<file path="src/rtl/led_ctrl_top.sv">
// led_ctrl_top
//   Captures a frame of per-LED colour levels into a small FIFO and plays frames
//   back as NUM_LED parallel serial lanes with a shared serial clock.
//
//   Writer : a start pulse snapshots MeanR/MeanG/MeanB. The frame is then written
//            as NUM_LED words over the next NUM_LED cycles. The whole frame is dropped
//            when the FIFO cannot hold it.
//   FIFO   : FIFO_DEPTH x 12 words, with write and read allowed in the same cycle.
//   Sender : an en pulse in IDLE with at least one frame available starts a
//            transmission. It runs IDLE -> LOAD (NUM_LED reads) -> SHIFT (12 bits
//            MSB-first, two cycles per bit) and then returns to IDLE.
//
// Ports
//   clk_fast            sole clock, rising edge
//   rstn                asynchronous active-low reset
//   start, en           single-cycle request pulses (capture frame / send frame)
//   MeanR/MeanG/MeanB   per-LED 4-bit colour levels
//   we, fifo_data_in    FIFO write strobe and word {R,G,B}
//   rd, fifo_data_out   FIFO read strobe and registered read word
//   send_start          one-cycle pulse at the start of a transmission
//   empty_flag          FIFO holds no words
//   cko_o, sdo          serial clock and one data bit per LED lane
module led_ctrl_top #(
    parameter int NUM_LED    = 8,
    parameter int FIFO_DEPTH = 16
) (
    input  logic               clk_fast,
    input  logic               rstn,
    input  logic               start,
    input  logic               en,
    input  logic [3:0]         MeanR [NUM_LED-1:0],
    input  logic [3:0]         MeanG [NUM_LED-1:0],
    input  logic [3:0]         MeanB [NUM_LED-1:0],
    output logic               we,
    output logic [11:0]        fifo_data_in,
    output logic               rd,
    output logic [11:0]        fifo_data_out,
    output logic               send_start,
    output logic               empty_flag,
    output logic               cko_o,
    output logic [NUM_LED-1:0] sdo
);

    localparam int WORD_W       = 12;
    localparam int IDX_W        = (NUM_LED > 1) ? $clog2(NUM_LED) : 1;
    localparam int LIDX_W       = IDX_W + 1;
    localparam int PTR_W        = (FIFO_DEPTH > 1) ? $clog2(FIFO_DEPTH) : 1;
    localparam int CNT_W        = $clog2(FIFO_DEPTH + 1);
    localparam int SHIFT_CYCLES = 2 * WORD_W;
    localparam int BIT_CNT_W    = $clog2(SHIFT_CYCLES);

    typedef enum logic [1:0] {IDLE, LOAD, SHIFT} state_t;

    state_t                state;
    logic [WORD_W-1:0]     snap [NUM_LED];
    logic [WORD_W-1:0]     mem  [FIFO_DEPTH];
    logic [WORD_W-1:0]     sh   [NUM_LED];
    logic [LIDX_W-1:0]     wr_idx;
    logic [IDX_W-1:0]      ld_idx;
    logic [BIT_CNT_W-1:0]  bit_cnt;
    logic [PTR_W-1:0]      wptr;
    logic [PTR_W-1:0]      rptr;
    logic [CNT_W-1:0]      count;
    logic [WORD_W-1:0]     rd_word;
    logic                  wr_accept;
    logic                  send_accept;

    assign rd_word    = mem[rptr];
    assign empty_flag = (count == '0);

    // The writer is busy exactly while its burst is on we. Free space is checked
    // once, at acceptance. Reads can only grow free space after that point.
    assign wr_accept   = start && !we && ((FIFO_DEPTH - int'(count)) >= NUM_LED);
    // A word being written in this same cycle already counts toward a full frame.
    assign send_accept = en && (state == IDLE) && ((int'(count) + int'(we)) >= NUM_LED);

    // Writer: word 0 goes out straight from the inputs. Words 1..N-1 come from the snapshot.
    always_ff @(posedge clk_fast or negedge rstn) begin
        if (!rstn) begin
            we           <= 1'b0;
            fifo_data_in <= '0;
            wr_idx       <= '0;
        end else if (we) begin
            if (wr_idx == LIDX_W'(NUM_LED)) begin
                we <= 1'b0;
            end else begin
                fifo_data_in <= snap[wr_idx[IDX_W-1:0]];
                wr_idx       <= wr_idx + 1'b1;
            end
        end else if (wr_accept) begin
            we           <= 1'b1;
            fifo_data_in <= {MeanR[0], MeanG[0], MeanB[0]};
            wr_idx       <= LIDX_W'(1);
        end
    end

    always_ff @(posedge clk_fast) begin
        if (wr_accept) begin
            for (int i = 0; i < NUM_LED; i++) begin
                snap[i] <= {MeanR[i], MeanG[i], MeanB[i]};
            end
        end
        if (we) begin
            mem[wptr] <= fifo_data_in;
        end
    end

    // FIFO pointers, occupancy and registered read port
    always_ff @(posedge clk_fast or negedge rstn) begin
        if (!rstn) begin
            wptr          <= '0;
            rptr          <= '0;
            count         <= '0;
            fifo_data_out <= '0;
        end else begin
            if (we) begin
                wptr <= (wptr == PTR_W'(FIFO_DEPTH - 1)) ? '0 : wptr + 1'b1;
            end
            if (rd) begin
                rptr          <= (rptr == PTR_W'(FIFO_DEPTH - 1)) ? '0 : rptr + 1'b1;
                fifo_data_out <= rd_word;
            end
            case ({we, rd})
                2'b10:   count <= count + 1'b1;
                2'b01:   count <= count - 1'b1;
                default: count <= count;
            endcase
        end
    end

    // Lane shift registers: loaded in read order, then shifted at the end of each bit
    always_ff @(posedge clk_fast) begin
        if (rd) begin
            sh[ld_idx] <= rd_word;
        end else if ((state == SHIFT) && cko_o) begin
            for (int k = 0; k < NUM_LED; k++) begin
                sh[k] <= {sh[k][WORD_W-2:0], 1'b0};
            end
        end
    end

    // Sender FSM. rd is high for every LOAD cycle. The last lane is loaded on the
    // same edge that enters SHIFT, so its first bit is taken from the read word.
    always_ff @(posedge clk_fast or negedge rstn) begin
        if (!rstn) begin
            state      <= IDLE;
            send_start <= 1'b0;
            rd         <= 1'b0;
            cko_o      <= 1'b0;
            sdo        <= '0;
            ld_idx     <= '0;
            bit_cnt    <= '0;
        end else begin
            send_start <= 1'b0;
            case (state)
                IDLE: begin
                    if (send_accept) begin
                        state      <= LOAD;
                        send_start <= 1'b1;
                        rd         <= 1'b1;
                        ld_idx     <= '0;
                    end
                end
                LOAD: begin
                    ld_idx <= ld_idx + 1'b1;
                    if (ld_idx == IDX_W'(NUM_LED - 1)) begin
                        rd      <= 1'b0;
                        state   <= SHIFT;
                        bit_cnt <= '0;
                        cko_o   <= 1'b0;
                        for (int k = 0; k < NUM_LED; k++) begin
                            sdo[k] <= (k == NUM_LED - 1) ? rd_word[WORD_W-1] : sh[k][WORD_W-1];
                        end
                    end
                end
                SHIFT: begin
                    bit_cnt <= bit_cnt + 1'b1;
                    cko_o   <= ~cko_o;
                    // Data advances only while cko_o is about to fall.
                    if (cko_o) begin
                        for (int k = 0; k < NUM_LED; k++) begin
                            sdo[k] <= sh[k][WORD_W-2];
                        end
                    end
                    if (bit_cnt == BIT_CNT_W'(SHIFT_CYCLES - 1)) begin
                        state <= IDLE;
                        cko_o <= 1'b0;
                        sdo   <= '0;
                    end
                end
                default: state <= IDLE;
            endcase
        end
    end

endmodule

</file>
<file path="config.mk">
export PLATFORM = sky130hd
export DESIGN_NAME = led_ctrl_top
export DESIGN_NICKNAME = d
export VERILOG_FILES = /design/src/rtl/led_ctrl_top.sv
export SDC_FILE = /design/constraint.sdc
export NUM_CORES = 1
export LEC_CHECK = 0
export BUFFER_PORTS_ARGS = -buffer_cell sky130_fd_sc_hd__buf_2
export CORE_MARGIN = 5
export CORE_UTILIZATION = 25
export CTS_CLUSTER_SIZE = 12
export DETAILED_ROUTE_END_ITERATION = 8
export PLACE_DENSITY = 0.37
export SYNTH_ARGS = -nofsm -noshare
export SYNTH_HDL_FRONTEND = slang
export SYNTH_SLANG_ARGS = --single-unit
</file>
<file path="constraint.sdc">
create_clock -name clk_fast -period 2.9 [get_ports clk_fast]
set_input_delay 0.145 -clock clk_fast [delete_from_list [all_inputs] [get_ports clk_fast]]
set_output_delay 0.145 -clock clk_fast [all_outputs]
set_load 0.02 [all_outputs]
</file>
==> results of run 1 <==
-- power by group --
part	total (mW)	internal, mW	switching [mW]
clock	6.53	3.89	2.64
combinational	7.59	3.14	4.45
sequential	10.2	8.99	1.19
total	24.3	16.0	8.28
-- stage by stage --
step           power (mW)  hold slack [ns]  area [µm²]  worst slack (ns)  std cells
2_1_floorplan       14.75          -0.1506       18230            0.2896       1152
3_3_place_gp        18.08           0.2004       20490            0.3100       2257
3_5_place_dp        18.09           0.1986       20490            0.2965       2257
4_1_cts             24.86          0.06860       23150            0.2933       2450
5_1_grt             25.78          0.09808       23150            0.1789       2450
6_report            24.30          0.08730       23150            0.3685       2450
-- what timing repair did --
item,in CTS,in global routing
hold buffers,97,0
endpoints found under the hold margin,136,0
setup buffers,0,0
-- cells by family (layout without fill, tap and decap cells) --
family	after synthesis	after routing	share of synthesized area, %
DFF	446	446	71.31
AOI/OAI and AO/OA	228	228	7.599
and+or+nand+nor	217	217	5.354
muxes	136	136	11.46
buffers and inverters	93	432	2.265
adders and majority gates	21	21	1.483
xor gates and xnor gates	11	11	0.5285
-- layout make-up --
type                            count  area [µm²]  share of cell area [%]
Sequential cell                   446       13000                   56.17
Multi-Input combinational cell    613        4841                   20.91
Timing Repair Buffer              308        2305                   9.956
Clock buffer                       71        1391                   6.010
Tap cell                          959        1200                   5.183
Clock inverter                     25       301.5                   1.303
Inverter                           28       107.6                  0.4648
-- worst paths after layout --
kind                            startpoint              end  slack [ns]  cells past startpoint
min in group clk_fast                start        wr_idx[2]        0.10                      4
worst min-delay path                  rstn  fifo_data_in[3]        0.09                      2
worst max register to register     rptr[0]         sh[7][2]        0.37                      6
worst max-delay path               rptr[0]         sh[7][2]        0.37                      6
worst min register to register    sh[5][0]         sh[5][0]        0.47                      2
max in group asynchronous             rstn           sdo[2]        2.04                      3
-- layer usage --
metal	GRT usage (%)	wire length [µm]
met5	0	0
met4	3.280	942
met3	1.955	1500
met2	22.80	25870
met1	15.56	20880
-- flip-flops by register name, indices dropped and copies added, names as in the netlist --
register       count
rd                 1
snap              96
sdo                8
wr_idx             4
rptr               4
ld_idx             3
cko_o              1
bit_cnt            5
count              5
send_start         1
we                 1
fifo_data_in      12
fifo_data_out     12
wptr               4
sh                95
mem              192
state              2
-- cells in the final DEF (no fill, tap or decap), types with 9 or more instances in the layout --
master	count
edfxtp_1	375
buf_2	135
nand2_1	128
o21ai_0	105
dlygate4sd3_1	97
buf_4	69
dfrtp_1	60
mux4_2	54
clkbuf_16	51
mux2_2	42
mux2i_1	40
a21oi_1	30
inv_1	27
nand3_1	25
ha_1	20
and2_1	17
o22ai_1	17
clkbuf_1	16
nor2_1	14
o21ai_1	13
o21bai_1	9
o311ai_0	9
clkinv_1	9
-- critical path: stages (launching register included) --
cell and delay [ns]:
dfrtp_4 0.63, buf_4 0.28, mux4_2 0.51, mux2_2 0.31
nand2_1 0.09, o21a_2 0.24, o21ai_0 0.19
==> impl_results.md, run 1 <==
* Status: finished, final reports clean
* EDFF count, synth at between 300 and 400
* Reg clk slew, reported paths at approximately 0.06 ns
* Final setup viols at 0
* Post-synthesis area per instance at ~16 µm²
* Clk root buf: clkbuf_16
* Die width at between 200 and 300 µm
* Max-Cap Viols at 0
* Cell area power density at roughly 1000 nW/µm²
* Initial antenna violation count at 0
* # fillers at approximately 7000
* Final Hold Fails at 0
* Die ar. at 78410 µm²
* Setup_tns at 0 ns
* Ant diodes at 0
* Io pins at between 100 and 150
* Initial Util at 25.11%
* Worst Path Max Fanout at 14
* Core area at just over 70000 µm²
* Distinct cell type count of the synthesized netlist at 53
* Crit Path Class: reg2reg
* HP Class: in2async
* Final HPWL DP at about 32000 µm
* Yosys warns at 0
* Kind of end point of the critical path: flop
* Crit path required time at about 3.2 ns
* Peak supply drop at about 0.43 mV
* DRC errors left at 0
* Num CTS Buffers at 51
* Final Max Slew Viols at 0
* Asr flop ratio synth at between 10% and 20%
* Count leader, synth: edfxtp_1
* CTS tree: built
* Unrepaired setup endpoints after global routing: false
* Final wirelength at 49190 µm
* # H-tree levels at 2
* GPL Wtd Cong at 0.6992
* #FFs+latches synth at between 400 and 500
* Post-route minimum period at around 2.5 ns
* Worst slew margin at a little over a third
* Global-route usage over all layers at between 10% and 20%
* Part of the cycle the worst path needs at 87.29%
* Post-layout util at about a third
* Cells after synthesis at roughly 1200
* CP Data Arrival Time at around 2.8 ns
* Die span in y at 280.0 µm
* Area delta synth->final at 27.00%
* Cell taking the most area after synthesis: edfxtp_1
* Clock sink count at approximately 450
* Fmax at about 400 MHz
* Largest net degree at the start of global routing at 44
* Post-CTS Resized at 0
* Global-route wire length before repair at 74250 µm
* P_leak at a little over 8 nW
* Post-synth top cells: edfxtp_1, nand2_1, o21ai_0, dfrtp_1, mux4_2
* Synth area leaders: edfxtp_1, dfrtp_1, mux4_2
* Final Skew at around 0.025 ns
* WL/cell at ~20 µm
* # port buffers at 136
* DR vias at approximately 11000
* Vias in the first global route at 11537
* Initial DRT Pass Iterations at 5
* Via density at between 4 and 5
* Clock Path Buffers at 3
* GRT overflow at 0
* Worst-skew pair later-pin latency at ~0.61 ns
* Site Rows at 99
* Syn Std Cell Area at ~18000 µm²
* Prevailing post-synth register cell: edfxtp_1
* Startpoint types: flop
* Net Count, Synth at approximately 1300
* Layout net count at between 1500 and 2000
* Number of nets with antenna violations after routing at 0
* Area share of the largest cell type after synthesis at about three fifths
* DRT iter0 DRCs at 774
* Layout cell share with drive strength beyond 1 at a little over a quarter
* Least-Margin Pin Slew at between 0.9 and 1 ns
* Sequential fraction of the synthesis area at a little over 70%
Note: power is estimated with default switching activity, not from simulation.
==> inputs of run 2 (changes only) <==
--- a/config.mk
+++ b/config.mk
@@ -5,6 +5,7 @@
 export SDC_FILE = /design/constraint.sdc
 export NUM_CORES = 1
 export LEC_CHECK = 0
+export ABC_AREA = 1
 export BUFFER_PORTS_ARGS = -buffer_cell sky130_fd_sc_hd__buf_2
 export CORE_MARGIN = 5
 export CORE_UTILIZATION = 25
==> run 2 against run 1 <==
Flip-flop and latch count is the same. Critical path depth grew 1. First-iteration DRC count shrank 6.5%. Synthesized cell count grew 47%. Count of clock-buffer cells in the layout is the same. Critical path type unchanged. Largest cell class unchanged. Highest routed layer unchanged.
==> impl_results.md, run 2 <==
* Peak supply drop at 0.5013 mV
* CP Data Arrival Time at roughly 3 ns
* GPL Wtd Cong at 0.7352
* Syn Std Cell Area at approximately 19000 µm²
* CTS tree: built
* Total power at between 20 and 30 mW
* Via density at roughly 4.3
* Global-route usage over all layers at a little over an eighth
* Number of nets with antenna violations after routing at 0
* Net Count, Synth at roughly 1800
* Crit-path cells: inv_1 > ha_1 > inv_2 > nor3_4 > buf_4 > nand2_1 > nand2_1
* Cell area power density at approximately 1100 nW/µm²
* Cell taking the most area after synthesis: edfxtp_1
* DR vias at between 10000 and 15000
* Post-synthesis area per instance at 10.94 µm²
* Initial Util at approximately a quarter
* Sequential fraction of the synthesis area at 69.97%
* Initial antenna violation count at 1
* Number of flip-flops in the largest register at 192
* Final wirelength at 53320 µm
* Most frequent cells in the layout: nand2_1, edfxtp_1, nor2_1, o21ai_0, buf_2
* CP peak stage delay at 0.70 ns
* EDFF count, synth at roughly 380
* Distinct cell type count of the synthesized netlist at 30
* Final HPWL DP at 32570 µm
* Site Rows at 100
* Final Hold Fails at 0
* Critical-path top delay cell: buf_4
* Die ar. at approximately 80000 µm²
* Layout Cells excl Fill at ~3000
* Status: finished, final reports clean
* Cells after synthesis at 1698
* Global-route wire length before repair at roughly 80000 µm
* Core area at about 74000 µm²
* Clock Path Buffers at 3
* Crit path required time at roughly 3.4 ns
* Part of the cycle the worst path needs at 84.06%
* Setup_tns at 0 ns
* Top Registers: mem (192), snap (96), sh (95)
* Least-Margin Pin Slew at about 1 ns
* Yosys warns at 0
* Synth area leaders: edfxtp_1, nand2_1, dfrtp_1
* GRT overflow at 0
* Final Skew at 0.02849 ns
* Area delta synth->final at 26.09%
* Io pins at approximately 140
* Die span in y at between 200 and 300 µm
* Count leader, synth: nand2_1
* # H-tree levels at 2
* Post-layout util at between 30% and 40%
* Unrepaired setup endpoints after global routing: false
* Final Max Slew Viols at 0
* HP Class: in2reg
* Final setup viols at 0
* Area share of the largest cell type after synthesis at about three fifths
* DRT iter0 DRCs at between 700 and 800
* # port buffers at 136
* Worst-skew pair later-pin latency at between 0.6 and 0.7 ns
* WL/cell at between 15 and 20 µm
* Kind of end point of the critical path: flop
* Max-Cap Viols at 0
* Vias in the first global route at roughly 13000
* Asr flop ratio synth at between 10% and 20%
* Placed Cells at approximately 2800
* Clk root buf: clkbuf_16
* Initial DRT Pass Iterations at 5
* Fmax at between 400 and 500 MHz
* DRC errors left at 0
* Layout net count at around 2100
* CP most frequent cell: nand2_1
* #FFs+latches synth at roughly 450
* Die width at about 280 µm
* Post-synth top cells: nand2_1, edfxtp_1, nor2_1, o21ai_0, inv_1
* Num CTS Buffers at between 50 and 60
* Layout cell share with drive strength beyond 1 at about 15%
* Largest net degree at the start of global routing at ~80
* Crit Path Class: reg2reg
* Clock sink count at 446
* Reg clk slew, reported paths at ~0.060 ns
* Prevailing post-synth register cell: edfxtp_1
* Post-route minimum period at approximately 2.4 ns
* Commonest non-fill, non-tap cell in the layout: nand2_1
* Most flops, register: mem
* Startpoint types: flop
* P_leak at between 9 and 10 nW
* Worst slew margin at between 30% and 40%
* Worst Path Max Fanout at 80
[run 2: layout make-up]
cell class | instances | area (µm²)
diodes | 1 | 2.502
clock buffers | 71 | 1484
clock inverters | 29 | 377.9
fillers | 7617 | 50650
inverters | 89 | 336.6
multi-input cells | 1082 | 4882
flip-flops and latches | 446 | 13000
well taps | 969 | 1212
repair buffers | 284 | 2127
[run 2: final timing paths]
check / startpoint / to / slack (ns) / depth (start not counted)
worst max-delay path: state[0] / sh[7][8] / 0.46 / 7
worst min-delay path: start / we / 0.09 / 5
worst max register to register: state[0] / sh[7][8] / 0.46 / 7
worst min register to register: sdo[2] / sdo[2] / 0.47 / 2
max in group asynchronous: rstn / rptr[0] / 1.94 / 2
min in group asynchronous: rstn / wr_idx[2] / 0.23 / 2
[run 2: layer usage]
layer | vias up | track usage [%] | wire length (µm)
met4 | 0 | 3.373 | 1275
met1 | 6232 | 17.69 | 23790
met3 | 70 | 2.303 | 2213
li1 | 6307 | - | -
met5 | - | 0 | 0
met2 | 243 | 22.75 | 26050
[run 2: per-stage QoR]
| step | worst slack, ns | hold slack (ns) | instance area, µm² |
|---|---|---|---|
| global route | 0.2514 | 0.1414 | 23420 |
| detailed placement | 0.4593 | 0.3231 | 20580 |
| floorplan | 0.003408 | -0.1506 | 18580 |
| CTS | 0.4416 | 0.05437 | 23420 |
| finish | 0.4622 | 0.08841 | 23420 |
| global placement | 0.5067 | 0.3213 | 20580 |
[run 2: power by group]
group,switching [mW],total [mW],internal (mW)
sequential,1.15,10.0,8.86
combinational,5.93,8.29,2.35
clock,2.78,7.02,4.24
total,9.87,25.3,15.5
[run 2: cells by family after synthesis]
family                   synth area share, %
adder cells (fa/ha/maj)                1.455
buffers and inverters                  3.752
XOR/XNOR                              0.3772
flip-flops                             69.97
AND/OR/NAND/NOR                        16.96
AO/OA/AOI/OAI                          7.490
[run 2: timing repair]
action | CTS | global route
setup endpoints to repair | 0 | 0
gates resized for setup | 0 | 0
hold endpoints to repair | 174 | 0
hold buffers | 98 | 0
buffers inserted | 0 | 0
[run 2: worst max-delay path, delay by kind of cell, from the launching register on]
family                   cells  cell delay, ns
flip-flops                   1            0.40
buffers and inverters        3            0.98
adder cells (fa/ha/maj)      1            0.32
AND/OR/NAND/NOR              3            0.54
==> inputs of run 3 (changes only) <==
--- a/config.mk
+++ b/config.mk
@@ -11,7 +11,7 @@
 export CORE_UTILIZATION = 25
 export CTS_CLUSTER_SIZE = 12
 export DETAILED_ROUTE_END_ITERATION = 8
-export PLACE_DENSITY = 0.37
+export PLACE_DENSITY = 0.36
 export SYNTH_ARGS = -nofsm -noshare
 export SYNTH_HDL_FRONTEND = slang
 export SYNTH_SLANG_ARGS = --single-unit
==> constraint.sdc (replaced) <==
create_clock -name clk_fast -period 2.25 [get_ports clk_fast]
set_input_delay 0.1125 -clock clk_fast [delete_from_list [all_inputs] [get_ports clk_fast]]
set_output_delay 0.1125 -clock clk_fast [all_outputs]
set_load 0.02 [all_outputs]
==> run 3 against run 2 <==
Global-route usage up 0.20 points. Routed wire length up 0.86%. Clock skew down 0.00056 ns. Largest power group unchanged.
==> impl_results.md, run 3 (synthesized netlist as in run 2, its figures left out) <==
* Status: finished, final reports clean
* DRT iter0 DRCs at about 850
* Fmax at roughly 490 MHz
* Die span in y at between 200 and 300 µm
* Final wirelength at around 54000 µm
* Worst-skew pair later-pin latency at between 0.5 and 0.6 ns
* Final Hold Fails at 0
* Crit path required time at roughly 2.6 ns
* DR vias at between 10000 and 15000
* Max-Cap Viols at 0
* P_leak at between 9 and 10 nW
* CP Data Arrival Time at between 2 and 2.5 ns
* Peak supply drop at about 0.74 mV
* Global-route usage over all layers at a little over an eighth
* CP most frequent cell: inv_2
* Num CTS Buffers at 51
* Kind of end point of the critical path: flop
* WL/cell at about 18 µm
* Top Registers: mem (192), snap (96), sh (95)
* Startpoint types: flop
* Part of the cycle the worst path needs at around 90%
* Number of nets with antenna violations after routing at 0
* Initial antenna violation count at 2
* Fin area at approximately 24000 µm²
* Final HPWL DP at between 30000 and 40000 µm
* Worst slew margin at 40.88%
* Clock sink count at roughly 450
* Number of flip-flops in the largest register at roughly 190
* Critical-path top delay cell: dfrtp_1
* Most frequent cells in the layout: nand2_1, edfxtp_1, nor2_1, o21ai_0, buf_2
* DRC errors left at 0
* Most flops, register: mem
* CP peak stage delay at between 0.3 and 0.4 ns
* Clock Path Buffers at 3
* Crit Path Class: reg2reg
* Clk root buf: clkbuf_16
* Io pins at 137
* Final Max Slew Viols at 0
* Initial DRT Pass Iterations at 5
* Initial Util at about a quarter
* Largest net degree at the start of global routing at 81
* Global-route wire length before repair at between 80000 and 90000 µm
* Layout cell share with drive strength beyond 1 at ~16%
* Die ar. at between 70000 and 80000 µm²
* WP buf/inv at 4
* Worst setup margin at 0.2010 ns
* Area delta synth->final at 27.23%
* Post-CTS Resized at 0
* CTS tree: built
* Reg clk slew, reported paths at about 0.060 ns
* Area after DPL at roughly 21000 µm²
* HP Class: in2async
* GPL Wtd Cong at 0.7483
* GRT overflow at 0
* Core area at between 70000 and 80000 µm²
* Die width at ~280 µm
* # H-tree levels at 2
* Pre-CTS WS at roughly 0.19 ns
* Commonest non-fill, non-tap cell in the layout: nand2_1
* Site Rows at 100
* Least-Margin Pin Slew at approximately 0.9 ns
* Worst Path Max Fanout at 19
* # fillers at around 7600
* # port buffers at between 100 and 150
* Setup_tns at 0 ns
* Via density at approximately 4.3
* Final setup viols at 0
* Vias in the first global route at 13516
* Unrepaired setup endpoints after global routing: false
* Crit-path cells: inv_1 > ha_1 > inv_2 > nor3_4 > inv_2 > nand2_1 > buf_12
* Cell area power density at 1373 nW/µm²
* Final Skew at about 0.028 ns
* Family with the most delay on the worst path: buffers and inverters
* Layout net count at 2122
* Post-route minimum period at about 2 ns
## run 3: cell count changes in the layout (fill, tap and decap cells not counted), moves of 3 or more
| cell | change |
|---|---|
| buf_4 | +29 |
| clkinv_1 | +8 |
| clkbuf_8 | -8 |
| clkbuf_1 | +8 |
| clkinv_2 | -3 |
| buf_12 | +18 |
| bufinv_16 | -6 |
## run 3: area by class of cell
cell class	count	area, µm²	area share [%]
Timing Repair Buffer	331	2705	11.45
Clock inverter	24	140.1	0.5929
Tap cell	969	1212	5.130
Antenna cell	2	5.005	0.02118
Multi-Input combinational cell	1082	4882	20.66
Inverter	89	336.6	1.424
Sequential cell	446	13000	55.00
Clock buffer	69	1354	5.728
## run 3: metal layers
layer | global-route usage (%) | part of all wire (%) | up-vias
li1 | - | - | 6393
met1 | 17.96 | 45 | 6272
met2 | 22.86 | 48 | 225
met3 | 2.493 | 4.1 | 72
met4 | 3.585 | 2.6 | 0
met5 | 0 | 0 | -
## run 3: final timing paths
kind / slack [ns] / end / from / cells after the start
worst max-delay path: 0.20 / sh[7][5] / state[0] / 7
worst min-delay path: 0.05 / wr_idx[3] / rstn / 2
worst max register to register: 0.20 / sh[7][5] / state[0] / 7
worst min register to register: 0.47 / sh[2][0] / sh[2][0] / 2
max in group asynchronous: 1.60 / sdo[3] / rstn / 3
min in group clk_fast: 0.10 / we / start / 5
## run 3: report_power, final
part           internal [mW]  switching [mW]  total (mW)
combinational           4.09            8.22        12.3
sequential              11.4            1.08        12.5
clock                   4.31            3.33        7.64
## run 3: metrics by stage
stage	power (mW)	util (%)	hold slack, ns	cells
floorplan	19.01	-	-0.1831	1698
global placement	25.26	28.56	0.1444	2819
detailed placement	25.31	28.56	0.1375	2819
CTS	33.25	31.90	0.05632	3010
global route	34.87	31.91	0.08013	3011
finish	32.45	31.91	0.05191	3012
## run 3: repair_timing
action,in CTS,in global routing
endpoints found under the setup margin,0,0
endpoints found under the hold margin,174,0
hold buffers,98,0
setup buffers,0,0
